<file path="src/rtl/ahb_arb_pkg.sv">
// Shared Htrans/Hburst encodings, arbiter FSM state type and burst-length helper.
// Defining AHB_ARB_LOCK_EN adds the LOCKED state used for locked transfers.
package ahb_arb_pkg;

  localparam int unsigned CNT_W = 5;

  localparam logic [1:0] HTRANS_IDLE   = 2'b00;
  localparam logic [1:0] HTRANS_BUSY   = 2'b01;
  localparam logic [1:0] HTRANS_NONSEQ = 2'b10;
  localparam logic [1:0] HTRANS_SEQ    = 2'b11;

  localparam logic [2:0] HBURST_SINGLE = 3'b000;
  localparam logic [2:0] HBURST_INCR   = 3'b001;
  localparam logic [2:0] HBURST_WRAP4  = 3'b010;
  localparam logic [2:0] HBURST_INCR4  = 3'b011;
  localparam logic [2:0] HBURST_WRAP8  = 3'b100;
  localparam logic [2:0] HBURST_INCR8  = 3'b101;
  localparam logic [2:0] HBURST_WRAP16 = 3'b110;
  localparam logic [2:0] HBURST_INCR16 = 3'b111;

`ifdef AHB_ARB_LOCK_EN
  typedef enum logic [1:0] {
    ST_IDLE        = 2'd0,
    ST_BURST_FIXED = 2'd1,
    ST_BURST_INCR  = 2'd2,
    ST_LOCKED      = 2'd3
  } arb_state_e;
`else
  typedef enum logic [1:0] {
    ST_IDLE        = 2'd0,
    ST_BURST_FIXED = 2'd1,
    ST_BURST_INCR  = 2'd2
  } arb_state_e;
`endif

  // Remaining SEQ beats after the NONSEQ of a fixed-length burst.
  function automatic logic [CNT_W-1:0] burst_len_m1(input logic [2:0] hburst);
    logic [CNT_W-1:0] len_m1;
    len_m1 = '0;
    case (hburst)
      HBURST_WRAP4,  HBURST_INCR4:  len_m1 = CNT_W'(3);
      HBURST_WRAP8,  HBURST_INCR8:  len_m1 = CNT_W'(7);
      HBURST_WRAP16, HBURST_INCR16: len_m1 = CNT_W'(15);
      HBURST_SINGLE, HBURST_INCR:   len_m1 = '0;
      default:                      len_m1 = '0;
    endcase
    return len_m1;
  endfunction

endpackage

</file>
<file path="src/rtl/ahb_arb_picker.sv">
// Winner selection: round-robin from last owner + 1 (owner last), or lowest index first.
module ahb_arb_picker #(
  parameter int unsigned NUM_MASTERS = 4,
  parameter int unsigned PRIO_MODE   = 0
) (
  input  logic [NUM_MASTERS-1:0]         i_req,
  input  logic [$clog2(NUM_MASTERS)-1:0] i_last,
  output logic [$clog2(NUM_MASTERS)-1:0] o_winner_c
);

  localparam int unsigned IW = $clog2(NUM_MASTERS);

  logic [IW-1:0] w_idx;
  logic          w_found;

  // Candidate order never produces an index >= NUM_MASTERS.
  always_comb begin
    o_winner_c = i_last;
    w_found    = 1'b0;
    w_idx      = '0;
    for (int unsigned i = 0; i < NUM_MASTERS; i++) begin
      if (PRIO_MODE == 32'd1) begin
        w_idx = IW'(i);
      end else begin
        w_idx = IW'((32'(i_last) + i + 32'd1) % NUM_MASTERS);
      end
      if (!w_found && i_req[w_idx]) begin
        o_winner_c = w_idx;
        w_found    = 1'b1;
      end
    end
  end

endmodule

</file>
<file path="src/rtl/ahb_multi_arbiter.sv">
// AHB bus arbiter: tracks bursts of the address-phase owner and moves the grant at handover points.
// Defining AHB_ARB_LOCK_EN enables locked transfers (LOCKED state, Hmastlock).
module ahb_multi_arbiter
  import ahb_arb_pkg::*;
#(
  parameter int unsigned NUM_MASTERS    = 4,
  parameter int unsigned DEFAULT_MASTER = 0,
  parameter int unsigned PRIO_MODE      = 0
) (
  input  logic                           Hclk,
  input  logic                           Hresetn,
  input  logic [NUM_MASTERS-1:0]         Hreq,
  input  logic [NUM_MASTERS-1:0]         Hlock,
  input  logic                           Hready,
  input  logic [1:0]                     Htrans,
  input  logic [2:0]                     Hburst,
  output logic [NUM_MASTERS-1:0]         Hgrant,
  output logic [$clog2(NUM_MASTERS)-1:0] Hmaster,
  output logic                           Hmastlock
);

  localparam int unsigned IW  = $clog2(NUM_MASTERS);
  localparam int unsigned DEF = DEFAULT_MASTER % NUM_MASTERS;

  arb_state_e             r_state;
  arb_state_e             w_state_nxt;
  logic [CNT_W-1:0]       r_cnt;
  logic [CNT_W-1:0]       w_cnt_nxt;
  logic [NUM_MASTERS-1:0] r_grant;
  logic [NUM_MASTERS-1:0] w_grant_nxt;
  logic [IW-1:0]          r_grant_idx;
  logic [IW-1:0]          w_grant_idx_nxt;
  logic [IW-1:0]          r_master;
  logic [IW-1:0]          w_pick;
  logic [IW-1:0]          w_winner;
  logic                   w_handover;

  ahb_arb_picker #(
    .NUM_MASTERS (NUM_MASTERS),
    .PRIO_MODE   (PRIO_MODE)
  ) u_picker (
    .i_req      (Hreq),
    .i_last     (r_grant_idx),
    .o_winner_c (w_pick)
  );

  assign w_winner = (Hreq == '0) ? IW'(DEF) : w_pick;

  // State register: frozen while the current transfer is wait-stated.
  always_ff @(posedge Hclk or negedge Hresetn) begin
    if (!Hresetn) begin
      r_state <= ST_IDLE;
      r_cnt   <= '0;
    end else if (Hready) begin
      r_state <= w_state_nxt;
      r_cnt   <= w_cnt_nxt;
    end
  end

  // Next state: follow the owner's Htrans/Hburst.
  always_comb begin
    w_state_nxt = r_state;
    w_cnt_nxt   = r_cnt;
    if (Hready) begin
`ifdef AHB_ARB_LOCK_EN
      if (r_state == ST_LOCKED) begin
        if (!Hlock[r_master] && Htrans == HTRANS_IDLE) begin
          w_state_nxt = ST_IDLE;
        end
      end else if (Htrans == HTRANS_NONSEQ && Hlock[r_master]) begin
        w_state_nxt = ST_LOCKED;
        w_cnt_nxt   = '0;
      end else
`endif
      begin
        case (Htrans)
          HTRANS_NONSEQ: begin
            w_cnt_nxt = burst_len_m1(Hburst);
            if (Hburst == HBURST_SINGLE) begin
              w_state_nxt = ST_IDLE;
            end else if (Hburst == HBURST_INCR) begin
              w_state_nxt = ST_BURST_INCR;
            end else begin
              w_state_nxt = ST_BURST_FIXED;
            end
          end
          HTRANS_SEQ: begin
            if (r_state == ST_BURST_FIXED) begin
              if (r_cnt <= CNT_W'(1)) begin
                w_state_nxt = ST_IDLE;
                w_cnt_nxt   = '0;
              end else begin
                w_cnt_nxt = r_cnt - CNT_W'(1);
              end
            end
          end
          HTRANS_IDLE: begin
            w_state_nxt = ST_IDLE;
            w_cnt_nxt   = '0;
          end
          HTRANS_BUSY: ;
          default: ;
        endcase
      end
    end
  end

  // Handover whenever the FSM lands in IDLE (a burst just starting keeps its
  // grant), or when an undefined-length owner drops its request.
  always_comb begin
    w_handover      = 1'b0;
    w_grant_idx_nxt = r_grant_idx;
    if (Hready) begin
      if (w_state_nxt == ST_IDLE) begin
        w_handover = 1'b1;
      end else if (r_state == ST_BURST_INCR && w_state_nxt == ST_BURST_INCR &&
                   !Hreq[r_master]) begin
        w_handover = 1'b1;
      end
    end
    if (w_handover) begin
      w_grant_idx_nxt = w_winner;
    end
    w_grant_nxt = NUM_MASTERS'(1) << w_grant_idx_nxt;
  end

  // Hmaster follows the grant one completed transfer later.
  always_ff @(posedge Hclk or negedge Hresetn) begin
    if (!Hresetn) begin
      r_grant     <= NUM_MASTERS'(1) << DEF;
      r_grant_idx <= IW'(DEF);
      r_master    <= IW'(DEF);
    end else if (Hready) begin
      r_grant     <= w_grant_nxt;
      r_grant_idx <= w_grant_idx_nxt;
      r_master    <= r_grant_idx;
    end
  end

  assign Hgrant  = r_grant;
  assign Hmaster = r_master;

`ifdef AHB_ARB_LOCK_EN
  logic r_mastlock;

  always_ff @(posedge Hclk or negedge Hresetn) begin
    if (!Hresetn) begin
      r_mastlock <= 1'b0;
    end else if (Hready) begin
      r_mastlock <= (w_state_nxt == ST_LOCKED);
    end
  end

  assign Hmastlock = r_mastlock;
`else
  logic w_unused_lock;

  assign w_unused_lock = ^Hlock;
  assign Hmastlock     = 1'b0;
`endif

endmodule

</file>
<file path="config.mk">
export PLATFORM = sky130hd
export DESIGN_NAME = ahb_multi_arbiter
export DESIGN_NICKNAME = d
export VERILOG_FILES = /design/src/rtl/ahb_arb_pkg.sv /design/src/rtl/ahb_arb_picker.sv /design/src/rtl/ahb_multi_arbiter.sv
export SDC_FILE = /design/constraint.sdc
export NUM_CORES = 1
export LEC_CHECK = 0
export ABC_AREA = 0
export CORE_ASPECT_RATIO = 1.4
export CORE_MARGIN = 2
export CORE_UTILIZATION = 25
export DETAILED_ROUTE_END_ITERATION = 8
export PLACE_DENSITY_LB_ADDON = 0.1
export SLEW_MARGIN = 20
export SYNTH_ARGS = -nofsm -noshare
export SYNTH_HDL_FRONTEND = slang
export SYNTH_SLANG_ARGS = --single-unit
</file>
<file path="constraint.sdc">
create_clock -name Hclk -period 2.9 [get_ports Hclk]
set_clock_uncertainty 0.2 [all_clocks]
set_input_delay 0.58 -clock Hclk [delete_from_list [all_inputs] [get_ports Hclk]]
set_output_delay 0.58 -clock Hclk [all_outputs]
set_load 0.05 [all_outputs]
</file>
==> flow_metrics.py <==
metrics = {
    "critical_path": {
        "cp_data_required_time_ns": 2.84,
        "reg2reg_depth": 6,
        "cp_max_fo": 5,
        "reg2reg_to": "Hgrant[3]",
        "cp_slowest_cell": "or3b_2",
        "startpoint": "Htrans[1]",
        "endpoint_kind": "register",
        "rr_startpoint": "r_cnt[3]",
        "cp-start-kind": "primary input",
        "criticalPathCategory": "in -> reg",
        "crit_chain": "dlygate4sd2_1, inv_1, ha_2, or3b_2, a32o_1, a311o_1, o31ai_2, o21ai_2, o211a_1",
        "arrival_ns": 2.68,
        "max_stage_delay_ns": 0.46,
        "r2r_slack_ns": 0.34,
    },
    "job": {
        "drv_cap": 0,
    },
    "clocking": {
        "h-tree-depth": 1,
        "tritoncts": "yes",
        "cts_sinks": 15,
        "numCtsBuffers": 3,
        "clock_path_buffers": 2,
        "postCtsHoldBufs": 0,
        "clockRootBuffer": "clkbuf_8",
        "clk_pin_slew_worst_paths_ns": 0.06,
        "clk_latency_ns": 0.25,
    },
    "detailed_routing": {
        "first_pass_iters": 3,
        "vias_per_cell": 5.10,
        "route.detailed.drc": 0,
        "detail-route-antenna-nets": 0,
        "wl_per_cell_um": 13.9,
        "vias": 938,
        "drt_iter0_drc": 16,
        "routed_wl_um": 2560,
    },
    "placed_design": {
        "placed_cells": 179,
        "io_buffers": 17,
        "gp_congestion": 0.772,
        "dpl_cell_area_mm2": 0.00132,
        "hpwl_um": 2060,
    },
    "yosys": {
        "synth.distinct_cells": 43,
        "synth_warnings": 0,
        "ys_seq_elements": 15,
        "syn_inst": 111,
        "syn_area_mm2": 0.00102,
        "synth.avg_cell_area_um2": 9.19,
        "ys_seq_area_share_pct": 36.9,
        "synth_edf_count": 0,
        "syn_nets": 133,
        "synthFlopType": "dfrtp_1",
        "async_flop_share_pct": 100,
    },
    "worst_hold_path": {
        "worstHoldEndpoint": "Hgrant[0]",
        "hp-start": "Hgrant[0]",
        "min_path_type": "reg -> reg",
        "whs_path_depth": 1,
    },
    "timing": {
        "slew_violations": 0,
        "clock.fmax_mhz": 365,
        "finalSetupViolations": 0,
        "fin_crit_ns": 2.74,
        "hold_viol_final": 0,
        "tightest_slew_ns": 0.730,
        "min_period_over_period_pct": 94.4,
        "slew_headroom_pct": 50.7,
    },
    "grt": {
        "grt_max_degree": 16,
        "grt_util_all_layers_pct": 12.6,
        "antenna_found_initial": 0,
        "grt_first_pass_wirelength_um": 4490,
        "grt_pass1_vias": 1001,
        "overflow": 0,
    },
    "final_layout": {
        "area_growth_pct": 35.2,
        "layout_commonest_cell": "clkdlybuf4s50_1",
        "fill_cells": 422,
        "mostFrequentLayoutCells": "clkdlybuf4s50_1, dfrtp_1, buf_4, o21ai_0, nand2_1",
        "antennaDiodeCount": 0,
        "multi_input_area_um2": 611,
        "ff_latch_area_um2": 377,
        "design_area_mm2": 0.00138,
        "fin_nets": 164,
        "post-route-util_pct": 35.2,
        "drive_gt1_share_pct": 20.6,
        "layoutNonFillerInstCount": 184,
    },
    "pwr": {
        "peakVddDrop_uv": 281,
        "p_leak_nw": 0.602,
        "p_per_area_mw_per_mm2": 757,
    },
    "run_status": {
        "status": "completed",
    },
    "floorplan": {
        "core_mm2": 0.00392,
        "dieHeight_um": 79.6,
        "die_x_um": 58.0,
        "io_pins": 23,
        "rows": 27,
        "fp.dieArea_mm2": 0.00461,
        "start_util_pct": 26.0,
    },
}
area by class of cell:
cell class | count | area share [%]
multi-input cells | 85 | 44.3
flip-flops and latches | 15 | 27.3
repair buffers | 30 | 19.2
well taps | 43 | 3.90
clock buffers | 3 | 2.99
inverters | 7 | 1.91
clock inverters | 1 | 0.363
report_power, final:
group          total (mW)  switching [mW]  internal (mW)
sequential          0.368          0.0887          0.280
clock               0.174          0.0782         0.0953
combinational       0.501           0.286          0.215
cells in the mapped netlist, types with 2 or more instances:
cell / n / area (µm²)
mux2i_1: 2 / 20.0
mux2_2: 2 / 22.5
nor2_1: 6 / 22.5
o2bb2ai_1: 2 / 17.5
nor3_1: 3 / 15.0
nand3_1: 2 / 10.0
nand2_1: 9 / 33.8
clkbuf_1: 3 / 11.3
dfrtp_1: 14 / 350
a21oi_1: 5 / 25.0
a32o_1: 2 / 20.0
o21ai_0: 12 / 60.1
ha_1: 6 / 75.1
xnor2_1: 2 / 17.5
a22o_1: 2 / 17.5
inv_1: 7 / 26.3
nor4b_1: 2 / 17.5
nand2b_1: 5 / 31.3
repair_timing:
action / CTS / global route
setup buffers: 0 / 1
setup endpoints to repair: 5 / 4
gates resized for setup: 5 / 0
pin swaps: 2 / 1
cloned: 0 / 0
how the worst max path moves through the flow:
stage                endpoint  slack, ns  cells past startpoint
global route        Hgrant[3]    -0.0004                      9
finish              Hgrant[3]       0.16                      9
CTS                 Hgrant[3]       0.03                      9
global placement    Hgrant[3]      -0.43                      9
floorplan           Hgrant[3]       0.18                      8
detailed placement  Hgrant[3]      -0.48                      9
through the flow:
stage	power [mW]	hold WS (ns)	setup TNS [ns]	setup slack [ns]
4_1_cts	1.06	0.297	0	0.0350
2_1_floorplan	0.700	0.0844	0	0.184
3_5_place_dp	0.875	0.286	-2.17	-0.483
6_report	1.04	0.291	0	0.163
5_1_grt	1.12	0.304	-0.000391	-0.000391
3_3_place_gp	0.866	0.272	-1.87	-0.430
logic make-up after synthesis:
group,Yosys count,share of synthesized area [%]
other,1,0.368
and+or+nand+nor,35,18.7
DFF,15,36.9
AOI/OAI and AO/OA,37,26.4
xor gates and xnor gates,2,1.72
adders and majority gates,6,7.36
muxes,4,4.17
buffers and inverters,11,4.42
worst max-delay path, delay by kind of cell:
family | cells | cell delay [ns]
AOI/OAI and AO/OA | 5 | 1.15
adders and majority gates | 1 | 0.18
buffers and inverters | 2 | 0.31
and+or+nand+nor | 1 | 0.46
layer usage:
layer  track usage (%)  part of all wire (%)  up-vias
li1                  -                     -      468
met1              13.3                    41      456
met2              23.4                    55        9
met3              2.43                   2.2        5
met4              5.58                   2.2        0
met5                 0                     0        -
state kept, by name, summed over array words and instances (netlist names):
name / flops
r_cnt: 5
Hgrant: 4
Hmaster: 2
r_grant_idx: 2
r_state: 2
No activity file was read; power rests on OpenSTA's default activity.
